## config.mk

```make
export PLATFORM = sky130hd
export DESIGN_NAME = adder_bist_ctrl
export DESIGN_NICKNAME = d
export VERILOG_FILES = /design/src/rtl/adder_bist_pkg.sv /design/src/rtl/adder_bist_cmp.sv /design/src/rtl/adder_bist_ctrl.sv
export SDC_FILE = /design/constraint.sdc
export NUM_CORES = 1
export LEC_CHECK = 0
export BUFFER_PORTS_ARGS = -buffer_cell sky130_fd_sc_hd__clkbuf_2
export CAP_MARGIN = 40
export CORE_MARGIN = 2
export CORE_UTILIZATION = 58
export CTS_CLUSTER_SIZE = 40
export DETAILED_ROUTE_END_ITERATION = 12
export PLACE_DENSITY = 0.83
export SETUP_SLACK_MARGIN = 0.15
export SYNTH_ARGS = -nofsm -noshare
export SYNTH_HDL_FRONTEND = slang
export SYNTH_HIERARCHICAL = 1
export SYNTH_SLANG_ARGS = --single-unit
```

## constraint.sdc

```tcl
create_clock -name clk -period 7.2 [get_ports clk]
set_clock_uncertainty 0.15 [all_clocks]
set_input_delay 1.44 -clock clk [delete_from_list [all_inputs] [get_ports clk]]
set_output_delay 1.44 -clock clk [all_outputs]
set_load 0.01 [all_outputs]
```

## src/rtl/adder_bist_pkg.sv

```systemverilog
// Shared types, sizes and golden-sum function for the 2-bit adder self-test.
package adder_bist_pkg;

  localparam int VEC_W    = 5;
  localparam int NUM_VECS = 32;
  localparam int RES_W    = 3;

  typedef enum logic [1:0] {
    IDLE  = 2'd0,
    APPLY = 2'd1,
    CHECK = 2'd2,
    DONE  = 2'd3
  } state_t;

  // vec = {X2,X1,Y2,Y1,Cin}; result = {Cout,S2,S1}
  function automatic logic [RES_W-1:0] expected_sum(input logic [VEC_W-1:0] vec);
    return {1'b0, vec[4:3]} + {1'b0, vec[2:1]} + {2'b00, vec[0]};
  endfunction

endpackage

```

## src/rtl/adder_bist_cmp.sv

```systemverilog
// Golden-model compare of one applied vector against the sampled adder response.
// Purely combinational; no flow control.
module adder_bist_cmp
  import adder_bist_pkg::*;
(
  input  logic [VEC_W-1:0] vec,
  input  logic [RES_W-1:0] res,
  output logic             mismatch
);

  assign mismatch = (res != expected_sum(vec));

endmodule

```

## src/rtl/adder_bist_ctrl.sv

```systemverilog
// Exhaustive self-test sequencer for the 2-bit ripple-carry adder.
// Each vector takes SETTLE_CYCLES+1 cycles; start is ignored while a run is busy.
module adder_bist_ctrl
  import adder_bist_pkg::*;
#(
  parameter int SETTLE_CYCLES = 2
) (
  input  logic       clk,
  input  logic       rst,
  input  logic       start,
  output logic       X2,
  output logic       X1,
  output logic       Y2,
  output logic       Y1,
  output logic       Cin,
  input  logic       S2,
  input  logic       S1,
  input  logic       Cout,
  output logic       busy,
  output logic       done,
  output logic       pass,
  output logic [5:0] fail_count,
  output logic [4:0] first_fail_vec
);

  localparam logic [3:0]       SETTLE_LAST = 4'(SETTLE_CYCLES - 1);
  localparam logic [VEC_W-1:0] LAST_VEC    = VEC_W'(NUM_VECS - 1);

  state_t           state, state_nxt;
  logic [VEC_W-1:0] vec, vec_nxt;
  logic [3:0]       cnt, cnt_nxt;
  logic [5:0]       fc_nxt;
  logic [4:0]       ff_nxt;
  logic             mismatch;

  adder_bist_cmp u_cmp (
    .vec      (vec),
    .res      ({Cout, S2, S1}),
    .mismatch (mismatch)
  );

  always_ff @(posedge clk) begin
    if (rst) begin
      state          <= IDLE;
      vec            <= '0;
      cnt            <= '0;
      fail_count     <= '0;
      first_fail_vec <= '0;
    end else begin
      state          <= state_nxt;
      vec            <= vec_nxt;
      cnt            <= cnt_nxt;
      fail_count     <= fc_nxt;
      first_fail_vec <= ff_nxt;
    end
  end

  always_comb begin
    state_nxt = state;
    vec_nxt   = vec;
    cnt_nxt   = cnt;
    fc_nxt    = fail_count;
    ff_nxt    = first_fail_vec;
    case (state)
      IDLE, DONE: begin
        if (start) begin
          state_nxt = APPLY;
          vec_nxt   = '0;
          cnt_nxt   = '0;
          fc_nxt    = '0;
          ff_nxt    = '0;
        end
      end
      APPLY: begin
        if (cnt == SETTLE_LAST) begin
          state_nxt = CHECK;
        end else begin
          cnt_nxt = cnt + 4'd1;
        end
      end
      CHECK: begin
        if (mismatch) begin
          fc_nxt = fail_count + 6'd1;
          if (fail_count == 6'd0) begin
            ff_nxt = vec;
          end
        end
        if (vec == LAST_VEC) begin
          state_nxt = DONE;
        end else begin
          state_nxt = APPLY;
          vec_nxt   = vec + 5'd1;
          cnt_nxt   = '0;
        end
      end
      default: state_nxt = IDLE;
    endcase
  end

  assign busy = (state == APPLY) || (state == CHECK);
  assign done = (state == DONE);
  assign pass = done && (fail_count == 6'd0);

  // Drive lines rest at zero outside a run so the adder sees a quiet input.
  assign {X2, X1, Y2, Y1, Cin} = busy ? vec : 5'd0;

endmodule

```

==> metrics.sh, run 1 <==
STATUS='finished clean'
SYNTH.LIB_CELLS_USED.DISTINCT=39
POST-SYNTH-TOP-COUNT-CELL='sky130_fd_sc_hd__dfxtp_1'
ROUTED_WIRE_LENGTH_PER_INSTANCE_UM=13.1
DIE_W_UM=51.7
HOLD_CLASS='reg2reg'
SETUP_VIOLATIONS=0
LAYOUT-DRIVE-GT1-SHARE_PCT=18.7
INITIAL_UTILIZATION_PCT=60.2
WORSTPATHARRIVAL_NS=1.60
FINALHOLDVIOLATIONS=0
YS_SEQ_AREA_SHARE_PCT=33.4
FIRST_PASS_ITERATION_COUNT_OF_THE_DETAILED_ROUTER=4
LAYOUT_WORST_PATH_CYCLE_SHARE_PCT=44.4
FINAL_DESIGN_AREA_NO_FILL_MM2=0.00149
CTS_REPAIR_RESIZE_COUNT=0
CLOCK_SINK_COUNT=22
GP_CONGESTION=0.858
SYNTH_TOP_CELL_BY_AREA='sky130_fd_sc_hd__dfxtp_1'
DETAIL_ROUTE.DRC_VIOLATIONS=0
CTS_INSERTED_BUFFERS=3
LAYOUT.CELLS.NON_FILLER=210
FP.DIEH_UM=51.7
DETAILEDROUTE.FIRSTITERATIONVIOLATIONS=37
TIMING.FINAL.MAX_SLEW_VIOLATIONS=0
CLK_ROOT_BUFFER_CELL='sky130_fd_sc_hd__clkbuf_4'
SETUP.WORST_PATH.START_CLASS='flip-flop'
YOSYS-TOP-CELLS-COUNT='22 x sky130_fd_sc_hd__dfxtp_1, 16 x sky130_fd_sc_hd__nand2_1, 15 x sky130_fd_sc_hd__nand3_1, 13 x sky130_fd_sc_hd__a21oi_1, 13 x sky130_fd_sc_hd__inv_1'
NUMBER_OF_DIODES=0
SYN-CELL-AREA_MM2=0.00132
END_KIND='output port'
MAXIMUM_OPERATING_FREQUENCY_MHz=313
POST_CTS.REPAIR.SETUP_BUFFERS=0
SYNTH_AREA_PER_CELL_UM2=8.19
AREA_ENCLOSED_BY_THE_DIE_BOUNDARY_MM2=0.00267
POSTSYNTHREGISTERBITS=22
ROUTE.VIAS.TOTAL=1190
POST_SYNTH_INST_COUNT=161
CTS_TREE='yes'
DP.FINAL_HPWL_UM=2070
WORSTMARGINPINSLEW_NS=0.648
IR_DROP_mV=0.182
FILL_CELLS=195
POWER_DENSITY_mW_PER_MM2=239
GRT_MAX_DEGREE=20
SYNTH_AREA_LEADERS='sky130_fd_sc_hd__dfxtp_1 33%, sky130_fd_sc_hd__ha_1 9.5%, sky130_fd_sc_hd__nand3_1 5.7%'
DESIGN.PORTCOUNT=25
GRT_SETUP_UNREPAIRED='false'
MAX_SLEW_MARGIN_PCT=56.8
YOSYSWARNINGS=6
SYNTH_FF_TYPE='sky130_fd_sc_hd__dfxtp_1'
POST_CTS_HOLD_BUFFER_COUNT=0
FINAL_ANTENNA_NET_COUNT=0
FINAL_PERIOD_MINUS_WORST_SETUP_SLACK_NS=3.19
SYNTH_ASYNC_SR_FLOP_SHARE_PCT=0
AREA_SHARE_OF_THE_LEADING_CELL_TYPE_IN_THE_SYNTHESIZED_NETLIST_PCT=33.4
TIMING.CRITICAL_PATH.REQUIRED_NS=5.61
DETAIL_ROUTE.VIAS_PER_CELL=5.67
LEAKAGE_POWER_OF_THE_DESIGN_nW=0.572
PLACEDCELLCOUNT=206
PATH_CLK_SLEW_NS=0.13
SYNTH.NET_COUNT=179
DPL_CELL_AREA_MM2=0.00144
GRT_USE_TOTAL_PCT=22.3
DRV_CAP=0
CRITICALPATHCATEGORY='reg2out'
PLACEMENT_ROWS=17
SYNTH-EDFF-COUNT=0
DESIGN.CORE.AREA_MM2=0.00219
CP_MAX_FO=12
GRT_ANTENNA_BEFORE_REPAIR=0
VIAS_IN_THE_FIRST_GLOBAL_ROUTE=1027
WORSTSKEWPAIRLATENCY_NS=0.33
FINAL_NETS=201
IO_BUFFER_COUNT=24
GRT_OVERFLOW=0
AGGREGATE_ROUTED_WIRE_LENGTH_UM=2750
GRT_FIRST_PASS_WIRELENGTH_UM=4420
FIN_TNS_SETUP_NS=0
CTS_HTREE_LEVELS=1
CTSLONGESTPATHBUFFERS=2
SYN_TO_FINAL_GROWTH_PCT=12.8
## power breakdown
part | switching (mW) | internal (mW) | leakage [nW] | total, mW
registers | 0.00775 | 0.127 | 0.178 | 0.135
logic | 0.0820 | 0.0409 | 0.366 | 0.123
clock network | 0.0412 | 0.0564 | 0.0279 | 0.0976
total | 0.131 | 0.225 | 0.572 | 0.356
## placed cells by master (no fill, tap or decap), drive strengths merged
cell type,netlist,final
a21oi,13,13
fa,2,2
or2,1,1
bufinv,0,1
and2,3,3
and4,1,1
nand2,16,16
a31oi,5,5
nor4,2,2
o21ai,4,4
nor2,7,7
nand3,15,15
a2111o,1,1
ha,10,10
o31ai,1,1
nor3,2,2
xor2,4,4
a211oi,1,1
nor2b,7,7
nand4b,1,1
xnor2,3,3
dfxtp,22,22
nand4,6,6
mux2i,1,1
a31o,1,1
inv,13,13
or3b,1,1
clkbuf,3,27
nand2b,2,2
nor3b,1,1
o211ai,1,1
and3,2,2
or3,4,4
or4,1,1
## final cells by class
class	count	area, µm²	area share, %
inverters	13	48.8	3.28
flip-flops and latches	22	440	29.6
clock inverters	1	30.0	2.02
multi-input cells	119	791	53.2
repair buffers	24	120	8.07
clock buffers	3	22.5	1.51
well taps	28	35.0	2.35
## critical path, stage by stage, from the launching register on
cell,delay [ns]
sky130_fd_sc_hd__dfxtp_1,0.44
sky130_fd_sc_hd__inv_1,0.07
sky130_fd_sc_hd__ha_1,0.44
sky130_fd_sc_hd__nor2b_1,0.17
sky130_fd_sc_hd__clkbuf_2,0.14
## worst paths after layout
check	start	end	slack (ns)	cells past startpoint
max	state[0]	Y1	4.01	4
max reg2reg	vec[0]	first_fail_vec[4]	4.37	9
min reg2reg	cnt[1]	cnt[1]	0.35	2
min	cnt[1]	cnt[1]	0.35	2
## per-stage QoR
step	utilization, %	total power [mW]	hold slack [ns]	setup WS (ns)
after CTS	67.9	0.356	0.354	4.00
after floorplan	-	0.240	0.303	4.50
after global routing	67.9	0.375	0.373	3.89
final	67.9	0.356	0.353	4.01
after detailed placement	65.5	0.259	0.336	4.38
after global placement	65.5	0.254	0.313	4.39
## routing by layer
layer	vias to the layer above	GRT usage (%)	wire, µm
li1	602	-	-
met1	543	26.1	1180
met2	38	38.9	1350
met3	7	4.60	155
met4	0	10.5	59
met5	-	0	0
## state kept, by name, summed over array words and instances, names as in the netlist
name,cells
cnt,4
first_fail_vec,5
vec,5
fail_count,6
state,2
## cell families after synthesis
group / count (synthesis) / share of synthesized area (%)
buffers and inverters: 20 / 6.64
DFF: 22 / 33.4
AOI/OAI and AO/OA: 27 / 12.0
muxes: 1 / 1.04
adders and majority gates: 12 / 12.5
xor gates and xnor gates: 7 / 4.65
and+or+nand+nor: 72 / 29.7
Note: power is estimated with default switching activity, not from simulation.
==> run 2: changes to the inputs <==
- CORE_UTILIZATION: 58 -> 54
- PLACE_DENSITY: 0.83 -> 0.78
- clock period: 7.2 -> 3.2 ns (I/O delays scaled with it)
==> run 2 against run 1 <==
Clock power grew 60%; first-iteration DRC count shrank 62%; worst setup slack lost 3.6 ns; sequential cell count is the same; critical path depth grew 5; utilization shrank 2.6 points; global-route usage grew 0.90 points; combinational power grew 120%; worst hold slack lost 0.0073 ns; highest routed layer unchanged.
==> metrics.sh, run 2 (synthesis results as in run 1) <==
STATUS='finished clean'
DETAIL_ROUTE.DRC_VIOLATIONS=0  # unchanged
CRITICAL_PATH.CELL_CHAIN='inv_1 -> fa_1 -> fa_1 -> xor2_1 -> nand3_1 -> mux2i_2 -> nand2b_4 -> nand2_1 -> a31oi_1'
WORSTHOLDENDPOINT='cnt[3]'
AGGREGATE_ROUTED_WIRE_LENGTH_UM=2900  # +5.8%
FP.DIEH_UM=53.4  # +3.4%
LEAKAGE_POWER_OF_THE_DESIGN_nW=0.565  # -1.2%
LAYOUT.CELLS.MOST_COMMON_LIST='24 x sky130_fd_sc_hd__clkbuf_2, 22 x sky130_fd_sc_hd__dfxtp_1, 16 x sky130_fd_sc_hd__nand2_1'
SETUP_VIOLATIONS=0  # unchanged
POST_CTS.REPAIR.SETUP_BUFFERS=0  # unchanged
POWER.SHARE.SEQUENTIAL_PCT=41.3  # +3.3 points
POWER.INTERNAL_mW=0.448  # +99%
GRT_ANTENNA_BEFORE_REPAIR=0  # unchanged
TIMING.FINAL.MAX_SLEW_VIOLATIONS=0  # unchanged
ROUTE.VIAS.TOTAL=1190  # unchanged
GRT_USE_TOTAL_PCT=23.2  # +0.90 points
DIE_W_UM=53.4  # +3.4%
FINAL_NETS=201  # unchanged
WORSTSKEWPAIRLATENCY_NS=0.31  # -0.02 ns
INITIAL_UTILIZATION_PCT=58.5  # -1.7 points
POST_CTS_HOLD_BUFFER_COUNT=0  # unchanged
PRECTSSETUPSLACK_NS=0.476  # -3.90 ns
WORSTMARGINPINSLEW_NS=0.658  # +0.00993 ns
END_KIND='flip-flop'
DESIGN.CORE.AREA_MM2=0.00225  # +2.9%
TIMING.CRITICAL_PATH.REQUIRED_NS=3.29  # -2.32 ns
PLACEMENT_ROWS=17  # unchanged
DETAIL_ROUTE.VIAS_PER_CELL=5.67  # unchanged
SETUP.WORST_PATH.START_CLASS='flip-flop'
NUMBER_OF_DIODES=0  # unchanged
FINAL_ANTENNA_NET_COUNT=0  # unchanged
POWER_DENSITY_mW_PER_MM2=499  # +110%
R2R_START='vec[0]'
DRV_CAP=0  # unchanged
WORST_R2R_ENDPOINT='first_fail_vec[0]'
FIRST_PASS_ITERATION_COUNT_OF_THE_DETAILED_ROUTER=4  # unchanged
DP.FINAL_HPWL_UM=2210  # +6.6%
HOLD_CLASS='reg2reg'
HOLD_PATH_STARTPOINT='cnt[3]'
CLK_ROOT_BUFFER_CELL='sky130_fd_sc_hd__clkbuf_4'
CP_MAX_FO=9  # -3
COMBPWRFRAC_PCT=37.5  # +3.0 points
CRITICALPATHCATEGORY='reg2reg'
PATH_CLK_SLEW_NS=0.12  # about the same
MAXIMUM_OPERATING_FREQUENCY_MHz=362
CTS_TREE='yes'
PATH_COMMON_CELL='sky130_fd_sc_hd__fa_1'
R2R_SETUP_SLACK_NS=0.44  # -3.93 ns
MAX_SLEW_MARGIN_PCT=56.1  # -0.66 points
GRT_MAX_DEGREE=20  # unchanged
GRT_FIRST_PASS_WIRELENGTH_UM=4910  # +11%
WORSTPATHARRIVAL_NS=2.85  # +1.25 ns
AREA_ENCLOSED_BY_THE_DIE_BOUNDARY_MM2=0.00285  # +6.8%
LAYOUT_WORST_PATH_CYCLE_SHARE_PCT=86.4
CTS_REPAIR_RESIZE_COUNT=0  # unchanged
ROUTED_WIRE_LENGTH_PER_INSTANCE_UM=13.8  # +5.8%
SWITCHING_SHARE_PCT=39.0  # +2.1 points
FIN_TNS_SETUP_NS=0  # unchanged
IR_DROP_mV=0.352  # +93%
CLOCK_SINK_COUNT=22  # unchanged
TOTAL_SWITCHING_POWER_mW=0.286  # +120%
VIAS_IN_THE_FIRST_GLOBAL_ROUTE=1140  # +11%
SYN_TO_FINAL_GROWTH_PCT=11.6
IO_BUFFER_COUNT=24  # unchanged
GRT_SETUP_UNREPAIRED='false'
CRIT_SLOWEST_CELL='sky130_fd_sc_hd__fa_1'
FILL_CELLS=204  # +4.6%
MOSTFREQUENTLAYOUTCELL='sky130_fd_sc_hd__clkbuf_2'
DETAILEDROUTE.FIRSTITERATIONVIOLATIONS=14  # -62%
HOLDPATHSTAGES=2  # unchanged
CTS_INSERTED_BUFFERS=3  # unchanged
REGISTER_WITH_THE_MOST_FLIP_FLOPS='fail_count'
LARGEST_REGISTER_FF_COUNT=6  # unchanged
POWER_FRAC_CLOCK_PCT=21.2  # -6.2 points
CTSLONGESTPATHBUFFERS=2  # unchanged
GRT_OVERFLOW=0  # unchanged
CTS_HTREE_LEVELS=1  # unchanged
DESIGN.PORTCOUNT=25  # unchanged
GP_CONGESTION=0.811  # -5.5%
BIGGESTREGSBYFLOPS='fail_count: 6 flops, first_fail_vec: 5 flops, vec: 5 flops'
POSTLAYOUTSETUPSLACKWORST_NS=0.436  # -3.57 ns
LAYOUT-DRIVE-GT1-SHARE_PCT=18.7  # unchanged
SLOWEST_DELAY_NS=0.51  # +0.07 ns
TIMING.REG2REG.WORST_PATH_DEPTH=9  # unchanged
FINAL_PERIOD_MINUS_WORST_SETUP_SLACK_NS=2.76
FINALHOLDVIOLATIONS=0  # unchanged
## run 2: worst max path at each step
stage	start	endpoint	slack, ns	cells past startpoint
2_1_floorplan	vec[0]	fail_count[5]	0.58	10
3_3_place_gp	vec[0]	fail_count[5]	0.56	9
3_5_place_dp	vec[0]	fail_count[5]	0.48	9
5_1_grt	vec[0]	first_fail_vec[0]	0.29	9
6_report	vec[0]	first_fail_vec[0]	0.44	9
4_1_cts	vec[0]	fail_count[5]	0.44	9
## run 2: power groups by stage
stage	clock network, mW	logic, mW	registers (mW)
floorplan	0	0.234	0.306
global placement	0	0.265	0.307
detailed placement	0	0.273	0.310
CTS	0.156	0.275	0.303
global route	0.167	0.307	0.306
finish	0.156	0.276	0.303
## run 2: metrics by stage
stage	area (µm²)	hold WS [ns]	cells	power, mW	util, %
6_report	1470	0.346	210	0.734	65.3
5_1_grt	1470	0.378	210	0.780	65.3
4_1_cts	1470	0.350	210	0.735	65.3
3_5_place_dp	1440	0.329	206	0.583	63.7
3_3_place_gp	1440	0.317	206	0.572	63.7
2_1_floorplan	1320	0.303	161	0.540	-
## run 2: cell type report
| class | count | area (µm²) | area share (%) |
|---|---|---|---|
| Inverter | 13 | 48.8 | 3.32 |
| Tap cell | 28 | 35.0 | 2.38 |
| Sequential cell | 22 | 440 | 29.9 |
| Multi-Input combinational cell | 119 | 791 | 53.7 |
| Timing Repair Buffer | 24 | 120 | 8.16 |
| Clock buffer | 4 | 36.3 | 2.47 |
## run 2: layer usage
metal / GRT usage [%] / vias up / share of wire, %
li1: - / 599 / -
met1: 30.2 / 545 / 48
met2: 39.1 / 42 / 46
met3: 2.82 / 4 / 4.5
met4: 8.12 / 0 / 0.96
met5: 0 / - / 0
## run 2: critical path: cells and delay by family, from the launching register on
kind | cells | cell delay, ns
compound gates | 1 | 0.18
xor+xnor | 1 | 0.15
fa+ha+maj | 2 | 0.95
buf+inv | 1 | 0.10
flops | 1 | 0.47
mux | 1 | 0.28
simple gates | 3 | 0.41
